### src/rtl/digit_emit_ctrl_if.sv
// Handshake/result bundle for digit_emit_ctrl: request side and digit stream side.
interface digit_emit_ctrl_if;
  logic        start;
  logic        clear;
  logic [26:0] value;
  logic        busy;
  logic        done;
  logic        digit_valid;
  logic [3:0]  data;
  logic [3:0]  pos;
  logic [1:0]  status;

  modport master (
    output start, clear, value,
    input  busy, done, digit_valid, data, pos, status
  );

  modport slave (
    input  start, clear, value,
    output busy, done, digit_valid, data, pos, status
  );
endinterface

### src/rtl/digit_emit_ctrl.sv
// Serialises a 27-bit unsigned value into NDIG decimal digits, least significant
// first, with leading-zero blanking and an overflow error display.
module digit_emit_ctrl #(
  parameter int NDIG = 8
) (
  input  logic              clock,
  input  logic              reset,
  digit_emit_ctrl_if.slave  bus
);

  function automatic longint pow10(input int n);
    longint r;
    r = 64'sd1;
    for (int i = 0; i < n; i++) r = r * 64'sd10;
    return r;
  endfunction

  localparam logic [26:0] LIMIT    = 27'(pow10(NDIG) - 64'sd1);
  localparam logic [3:0]  LAST_IDX = 4'(NDIG - 1);
  localparam logic [3:0]  ERR_END  = 4'(NDIG);

  typedef enum logic [2:0] {
    IDLE = 3'd0,
    LOAD = 3'd1,
    EMIT = 3'd2,
    DONE = 3'd3,
    ERR  = 3'd4
  } state_t;

  state_t      state_q, state_d;
  logic [26:0] work_q,  work_d;
  logic [3:0]  idx_q,   idx_d;

  logic [26:0] work_div_s;
  logic [3:0]  work_mod_s;

  assign work_div_s = work_q / 27'd10;
  assign work_mod_s = 4'(work_q % 27'd10);

  // State, work register and digit index; reset drops everything to IDLE at once.
  always_ff @(posedge clock or posedge reset) begin
    if (reset) begin
      state_q <= IDLE;
      work_q  <= 27'd0;
      idx_q   <= 4'd0;
    end else begin
      state_q <= state_d;
      work_q  <= work_d;
      idx_q   <= idx_d;
    end
  end

  // Next-state logic and outputs decoded from the current state.
  always_comb begin
    state_d         = state_q;
    work_d          = work_q;
    idx_d           = idx_q;
    bus.busy        = 1'b0;
    bus.done        = 1'b0;
    bus.digit_valid = 1'b0;
    bus.data        = 4'd0;
    bus.pos         = 4'd0;
    bus.status      = 2'b10;

    case (state_q)
      IDLE: begin
        if (bus.start) begin
          work_d  = bus.value;
          idx_d   = 4'd0;
          state_d = LOAD;
        end else begin
          state_d = IDLE;
        end
      end
      LOAD: begin
        bus.busy   = 1'b1;
        bus.status = 2'b01;
        if (work_q > LIMIT) state_d = ERR;
        else                state_d = EMIT;
      end
      EMIT: begin
        bus.busy        = 1'b1;
        bus.status      = 2'b11;
        bus.digit_valid = 1'b1;
        bus.pos         = idx_q;
        // Index 0 always shows a numeric digit so a zero value reads "0".
        if ((idx_q != 4'd0) && (work_q == 27'd0)) bus.data = 4'hF;
        else                                      bus.data = work_mod_s;
        work_d = work_div_s;
        idx_d  = idx_q + 4'd1;
        if (idx_q == LAST_IDX) state_d = DONE;
        else                   state_d = EMIT;
      end
      DONE: begin
        bus.done = 1'b1;
        idx_d    = 4'd0;
        state_d  = IDLE;
      end
      ERR: begin
        bus.busy   = 1'b1;
        bus.status = 2'b00;
        // Show NDIG error glyphs once, then hold silently until cleared.
        if (idx_q < ERR_END) begin
          bus.digit_valid = 1'b1;
          bus.data        = 4'hE;
          bus.pos         = idx_q;
          idx_d           = idx_q + 4'd1;
        end else begin
          idx_d = idx_q;
        end
        state_d = ERR;
      end
      default: begin
        state_d = IDLE;
      end
    endcase

    // Clear wins over everything, including a start in the same cycle.
    if (bus.clear) begin
      state_d = IDLE;
      idx_d   = 4'd0;
    end else begin
      state_d = state_d;
    end
  end

endmodule

### src/flat_wrapper.sv
// flat-port wrapper written by rule: the top's interface ports become plain ports
module digit_emit_ctrl_flat 
#(
  parameter int NDIG = 8
)
  (clock, reset, bus_start, bus_clear, bus_value, bus_busy, bus_done, bus_digit_valid, bus_data, bus_pos, bus_status);
  digit_emit_ctrl_if bus_i ();
  input  logic clock;
  input  logic reset;
  input wire logic [$bits(bus_i.start)-1:0] bus_start;
  input wire logic [$bits(bus_i.clear)-1:0] bus_clear;
  input wire logic [$bits(bus_i.value)-1:0] bus_value;
  output wire logic [$bits(bus_i.busy)-1:0] bus_busy;
  output wire logic [$bits(bus_i.done)-1:0] bus_done;
  output wire logic [$bits(bus_i.digit_valid)-1:0] bus_digit_valid;
  output wire logic [$bits(bus_i.data)-1:0] bus_data;
  output wire logic [$bits(bus_i.pos)-1:0] bus_pos;
  output wire logic [$bits(bus_i.status)-1:0] bus_status;
  assign bus_i.start = bus_start;
  assign bus_i.clear = bus_clear;
  assign bus_i.value = bus_value;
  assign bus_busy = bus_i.busy;
  assign bus_done = bus_i.done;
  assign bus_digit_valid = bus_i.digit_valid;
  assign bus_data = bus_i.data;
  assign bus_pos = bus_i.pos;
  assign bus_status = bus_i.status;
  digit_emit_ctrl #(.NDIG(NDIG)) u_core (.clock(clock), .reset(reset), .bus(bus_i));
endmodule
### config.mk
export PLATFORM = sky130hd
export DESIGN_NAME = digit_emit_ctrl_flat
export DESIGN_NICKNAME = d
export VERILOG_FILES = /design/src/rtl/digit_emit_ctrl_if.sv /design/src/rtl/digit_emit_ctrl.sv /design/src/flat_wrapper.sv
export SDC_FILE = /design/constraint.sdc
export NUM_CORES = 1
export LEC_CHECK = 0
export ABC_AREA = 1
export BUFFER_PORTS_ARGS = -buffer_cell sky130_fd_sc_hd__buf_2
export CAP_MARGIN = 25
export CORE_MARGIN = 4
export CORE_UTILIZATION = 50
export CTS_CLUSTER_DIAMETER = 200
export DETAILED_ROUTE_END_ITERATION = 8
export PLACE_DENSITY = 0.69
export RECOVER_POWER = 100
export REMOVE_ABC_BUFFERS = 1
export SLEW_MARGIN = 20
export SYNTH_ARGS = -nofsm -noshare
export SYNTH_HDL_FRONTEND = slang
export SYNTH_SLANG_ARGS = --single-unit
### constraint.sdc
create_clock -name clock -period 9.7 [get_ports clock]
set_input_delay 1.94 -clock clock [delete_from_list [all_inputs] [get_ports clock]]
set_output_delay 1.94 -clock clock [all_outputs]
set_load 0.05 [all_outputs]
# Yosys cells after proc, flatten, opt, wreduce, memory -nomap -nowiden
# Index checks and enable logic that the tools add are counted.
# totals
regBits	34
latchBits	0
mem_bits_rw	0
romBits	0
elab_cells	46
mem_count	0
# classes
addsub	1
multipliers	0
div	2
magnitude_cmp	2
eq_ne	8
n_shift	0
mux	21
n_bitwise	0
reduce_logical	9
# ops
cell	n
27-bit case mux with 2 select lines	1
27-bit by 4-bit divider with 27-bit output (second input constant)	1
27-bit > comparator (second input constant)	1
27-bit zero test	1
27-bit by 4-bit modulo with 27-bit output (second input constant)	1
27-bit two-way mux	1
4-bit two-way mux	6
4-bit case mux with 2 select lines	2
4-bit case mux with 4 select lines	1
3-bit case mux with 4 select lines	1
3-bit by 2-bit == test with 1-bit output (second input constant)	2
3-bit two-way mux	2
2-bit case mux with 3 select lines	1
1-bit two-way mux	5
5-bit nonzero test	1
4-bit by 1-bit adder with 4-bit output (second input constant)	1
4-bit by 3-bit == test with 1-bit output (second input constant)	1
4-bit < comparator (second input constant)	1
4-bit nonzero test	1
3-bit by 1-bit == test with 1-bit output (second input constant)	1
3-bit == test (second input constant)	1
3-bit zero test	1
3-bit by 2-bit != test with 1-bit output (second input constant)	1
3-bit != test (second input constant)	1
other kinds (7)	7

# Depth between registers and ports, before layout
# depth
depth_word	4
mapped_depth	117

# Worst setup path after synthesis
# OpenSTA, ideal clock, no wires.
# synth_path
path_kind	register to output
startpoint	register u_core.work_q[26]
endpoint	output port bus_data[2]
arrival_ns	8.567
setup_slack_ns	-0.807
path_stages_with_launch	103
n_path_buf	0
path_cell_list	dfrtp_1 a21oi_1 nand2_1 nand3_1 nand2_2 nand2_2 nand2_4 nand2_2 nand2_1 nand2_1 inv_2 nand2_2 nand2_2 nand2_1 nand3_2 nand2_4 nand2_4 nand2_1 [... 67 more ...] nand2_1 nand2_2 nand2_2 nand3_2 nand3_4 nand3_1 nand3_2 nand2_1 nand2_1 inv_1 ha_1 inv_1 nand3_1 nand2_1 inv_2 a21oi_1 nor2_1 nor2_1
# synth_via
elab_chain_len	4
# synth_rtl
element	line	rtl
from (decl)	digit_emit_ctrl.sv:31	logic [26:0] work_q, work_d;
from (signal assigned)	digit_emit_ctrl.sv:48	work_q <= work_d;
branches (longest 2 deep; another with 27-bit by 4-bit modulo with 27-bit output)	--	
4-bit two-way mux *	digit_emit_ctrl.sv:87	if ((idx_q != 4'd0) && (work_q == 27'd0)) bus.data = 4'hF;
4-bit case mux with 2 select lines *	digit_emit_ctrl.sv:65	case (state_q)
to (decl)	flat_wrapper.sv:16	output wire logic [$bits(bus_i.data)-1:0] bus_data;
# Mark *: on every way between the ends.

# Final worst setup path
# layout_path
startpoint	register u_core.work_q[25]
endpoint	output port bus_data[2]
# Same word-level chain as after synthesis.

==> qor.yml <==
run_status:
  status: "finished with violations"
  violations: "max-capacitance violations, max-slew violations, negative setup slack"
critical_path:
  max_stage_delay_ns: 0.45
  endpoint: "bus_data[2]"
  cp_max_fo: 5
  ff2ff_setup_slack_ns: -0.77
  worstSetupEndpointType: "primary output"
  critical_path_cell_count: 102
  rr_endpoint: "u_core.work_q[8]"
  crit_family: "simple AND/OR/NAND/NOR gates"
  crit_slowest_cell: "dfrtp_2"
  worstRegToRegCells: 103
  startpoint_type: "flop"
  reg2reg_from: "u_core.work_q[25]"
  cp.required_ns: 7.76
  worst_path_most_repeated_cell: "nand2_4"
  path_buf_inv: 20
  crit_arrival_ns: 9.69
  cp-startpoint: "u_core.work_q[25]"
  critPathKind: "reg -> out"
clock_network:
  holdBufCountCts: 0
  root_buffer: "clkbuf_8"
  clkLatencyLatePin_ns: 0.29
  cts.sinks: 34
  htreeDepth: 2
  clk_pin_slew_ns: 0.07
  cts_tree: "done"
  numCtsBuffers: 5
  clk_path_buf_depth: 2
global_routing:
  grt_pass1_wl_mm: 22.0
  grt_pass1_vias: 4986
  antenna_found_initial: 0
  groute.usage.overall: 0.271
  grt_overflow_total: 0
  grt_max_degree: 35
synth:
  synth_edf_count: 0
  netlist_instances: 666
  synthSimpleGateAreaFrac: 0.576
  synth_xor_area_frac: 0.00866
  yosys_warnings: 0
  synthMostInstantiatedCell: "nand2_1"
  synth_ff_type: "dfrtp_1"
  ys_seq_area_frac: 0.210
  synth.distinct_cells: 32
  avgSynthCellArea_um2: 6.08
  synth_seq_cells: 34
  synth_compound_area_frac: 0.100
  synth_fa_ha_area_frac: 0.00928
  muxShareOfSynthArea: 0
  synth_area_leaders: "dfrtp_1 21%, nand2_1 20%, nand3_1 12%, nand2_2 8.0%, inv_1 6.0%"
  yosys.area.top_type: "dfrtp_1"
  synth_top_area_frac: 0.210
  synth_top_family_by_area: "simple AND/OR/NAND/NOR gates"
  syn-cell-area_mm2: 0.00405
  async_flop_share: 1.00
  yosys-top-cells-count: "215 x nand2_1, 94 x nand3_1, 65 x inv_1"
cells_and_area:
  final_util: 0.819
  nets: 880
  drive_gt1_frac: 0.514
  area_growth_pct: 58.0
  n_antenna_cell: 0
placement:
  place.gp.congestion: 0.856
  portBuffers: 43
  hpwl_mm: 8.20
  pre_cts_ws_ns: -1.43
timing:
  fmax_ghz: 0.0860
  rsz0062_at_grt: "yes"
  worstMarginPinSlew_ns: 1.93
  finClkSkew_ns: 0.00688
  slew_headroom: -0.290
  setup_slack_ns: -1.93
  post-route-min-period_ns: 11.63
  setup_violations: 4
  slew_violations: 35
  post-route-period-util: 1.20
  setup_tns_ns: -6.47
  report.final.hold_viol_count: 0
route:
  drt_wl_total_mm: 15.1
  wl_met2_mm: 7.84
  drc: 0
  routedWlPerCell_um: 16.0
  detail_route.iter0.violations: 403
  vias: 5313
  antenna_left: 0
  routed_via_density: 5.61
  wirelength_met1_mm: 5.89
  routed.top_layer: "met4"
  wl_met3_um: 832
  dr.pass1.iters: 5
worst_hold_path:
  hold_class: "reg -> reg"
floorplanning:
  start_util: 0.518
  die_x_um: 98.0
  die_area_mm2: 0.00960
  die_h_um: 98.0
  io_pins: 44
  rows: 32
  core-area_mm2: 0.00781
flow_run:
  drv_cap: 1
## metrics by stage
| stage | hold slack [ns] | std cells | area (µm²) |
|---|---|---|---|
| CTS | 0.609 | 938 | 5730 |
| detailed placement | 0.600 | 860 | 4790 |
| finish | 0.606 | 947 | 6390 |
| global placement | 0.610 | 860 | 4790 |
| global route | 0.660 | 947 | 6390 |
| floorplan | 0.553 | 659 | 4020 |
## repair_timing
item / in CTS / in global routing
endpoints found under the hold margin: 0 / 0
setup endpoints to repair: 3 / 5
resized for setup: 88 / 141
buffers inserted: 72 / 18
pin swaps: 44 / 87
## worst reg2reg max path: cells and delay by family, from the launching register on
family / cells / cell delay (ns)
flip-flops: 1 / 0.45
buffers and inverters: 47 / 5.40
AO/OA/AOI/OAI: 2 / 0.23
AND/OR/NAND/NOR: 54 / 4.27
## state kept, by name (all words and copies together), names as in the netlist
name	count
u_core.state_q	3
u_core.work_q	27
u_core.idx_q	4
## cell families (layout without fill, tap and decap cells)
logic type | count (synthesis) | in the layout
AO/OA/AOI/OAI | 61 | 61
XOR/XNOR | 4 | 4
adder cells (fa/ha/maj) | 3 | 3
buffers and inverters | 103 | 282
flip-flops | 34 | 34
AND/OR/NAND/NOR | 461 | 461
## cell usage in the layout, fill, tap and decap left out, types with 2 or more instances in the layout
cell and count:
nand2_4 70, nand2_2 68, nor2_1 29, inv_1 55, clkbuf_8 6, a21oi_1 9, inv_4 7, buf_6 3
nor3_1 5, buf_4 134, clkbuf_1 7, a211oi_1 2, clkinv_1 3, o21ai_2 3, ha_1 2, nand2_1 145
nor2_2 4, o41ai_1 2, dfrtp_1 32, nand3_4 22, o21ai_1 2, nand3_1 63, dfrtp_2 2, buf_2 34
o21ai_0 6, nand3_2 30, o211ai_1 24, o21ai_4 3, inv_2 31, a21oi_2 3, buf_8 2, or2_2 2
nor2_4 2, nand4_1 17, xor2_1 3, a21o_1 2
## layout make-up
class | instances | area [µm²]
well taps | 102 | 128
clock buffers | 6 | 82.6
flip-flops and latches | 34 | 853
multi-input cells | 529 | 3690
repair buffers | 180 | 1270
inverters | 96 | 378
fillers | 508 | 1410
## how the worst min path moves through the flow
stage / from / to / slack, ns / cells past startpoint
finish: u_core.state_q[2] / u_core.state_q[2] / 0.61 / 2
global route: u_core.state_q[2] / u_core.state_q[2] / 0.66 / 2
CTS: u_core.state_q[2] / u_core.state_q[2] / 0.61 / 2
detailed placement: u_core.state_q[2] / u_core.state_q[2] / 0.60 / 2
global placement: u_core.state_q[1] / u_core.state_q[2] / 0.61 / 3
floorplan: u_core.idx_q[2] / u_core.idx_q[2] / 0.55 / 2
## routing by layer
metal	track usage	vias up
li1	-	2531
met1	0.329	2504
met2	0.490	220
met3	0.0307	58
met4	0.103	0
met5	0	-
Power is left out: the tool's default activity adds up to more than one toggle a clock period on the data nets, which glitch-free logic cannot reach.
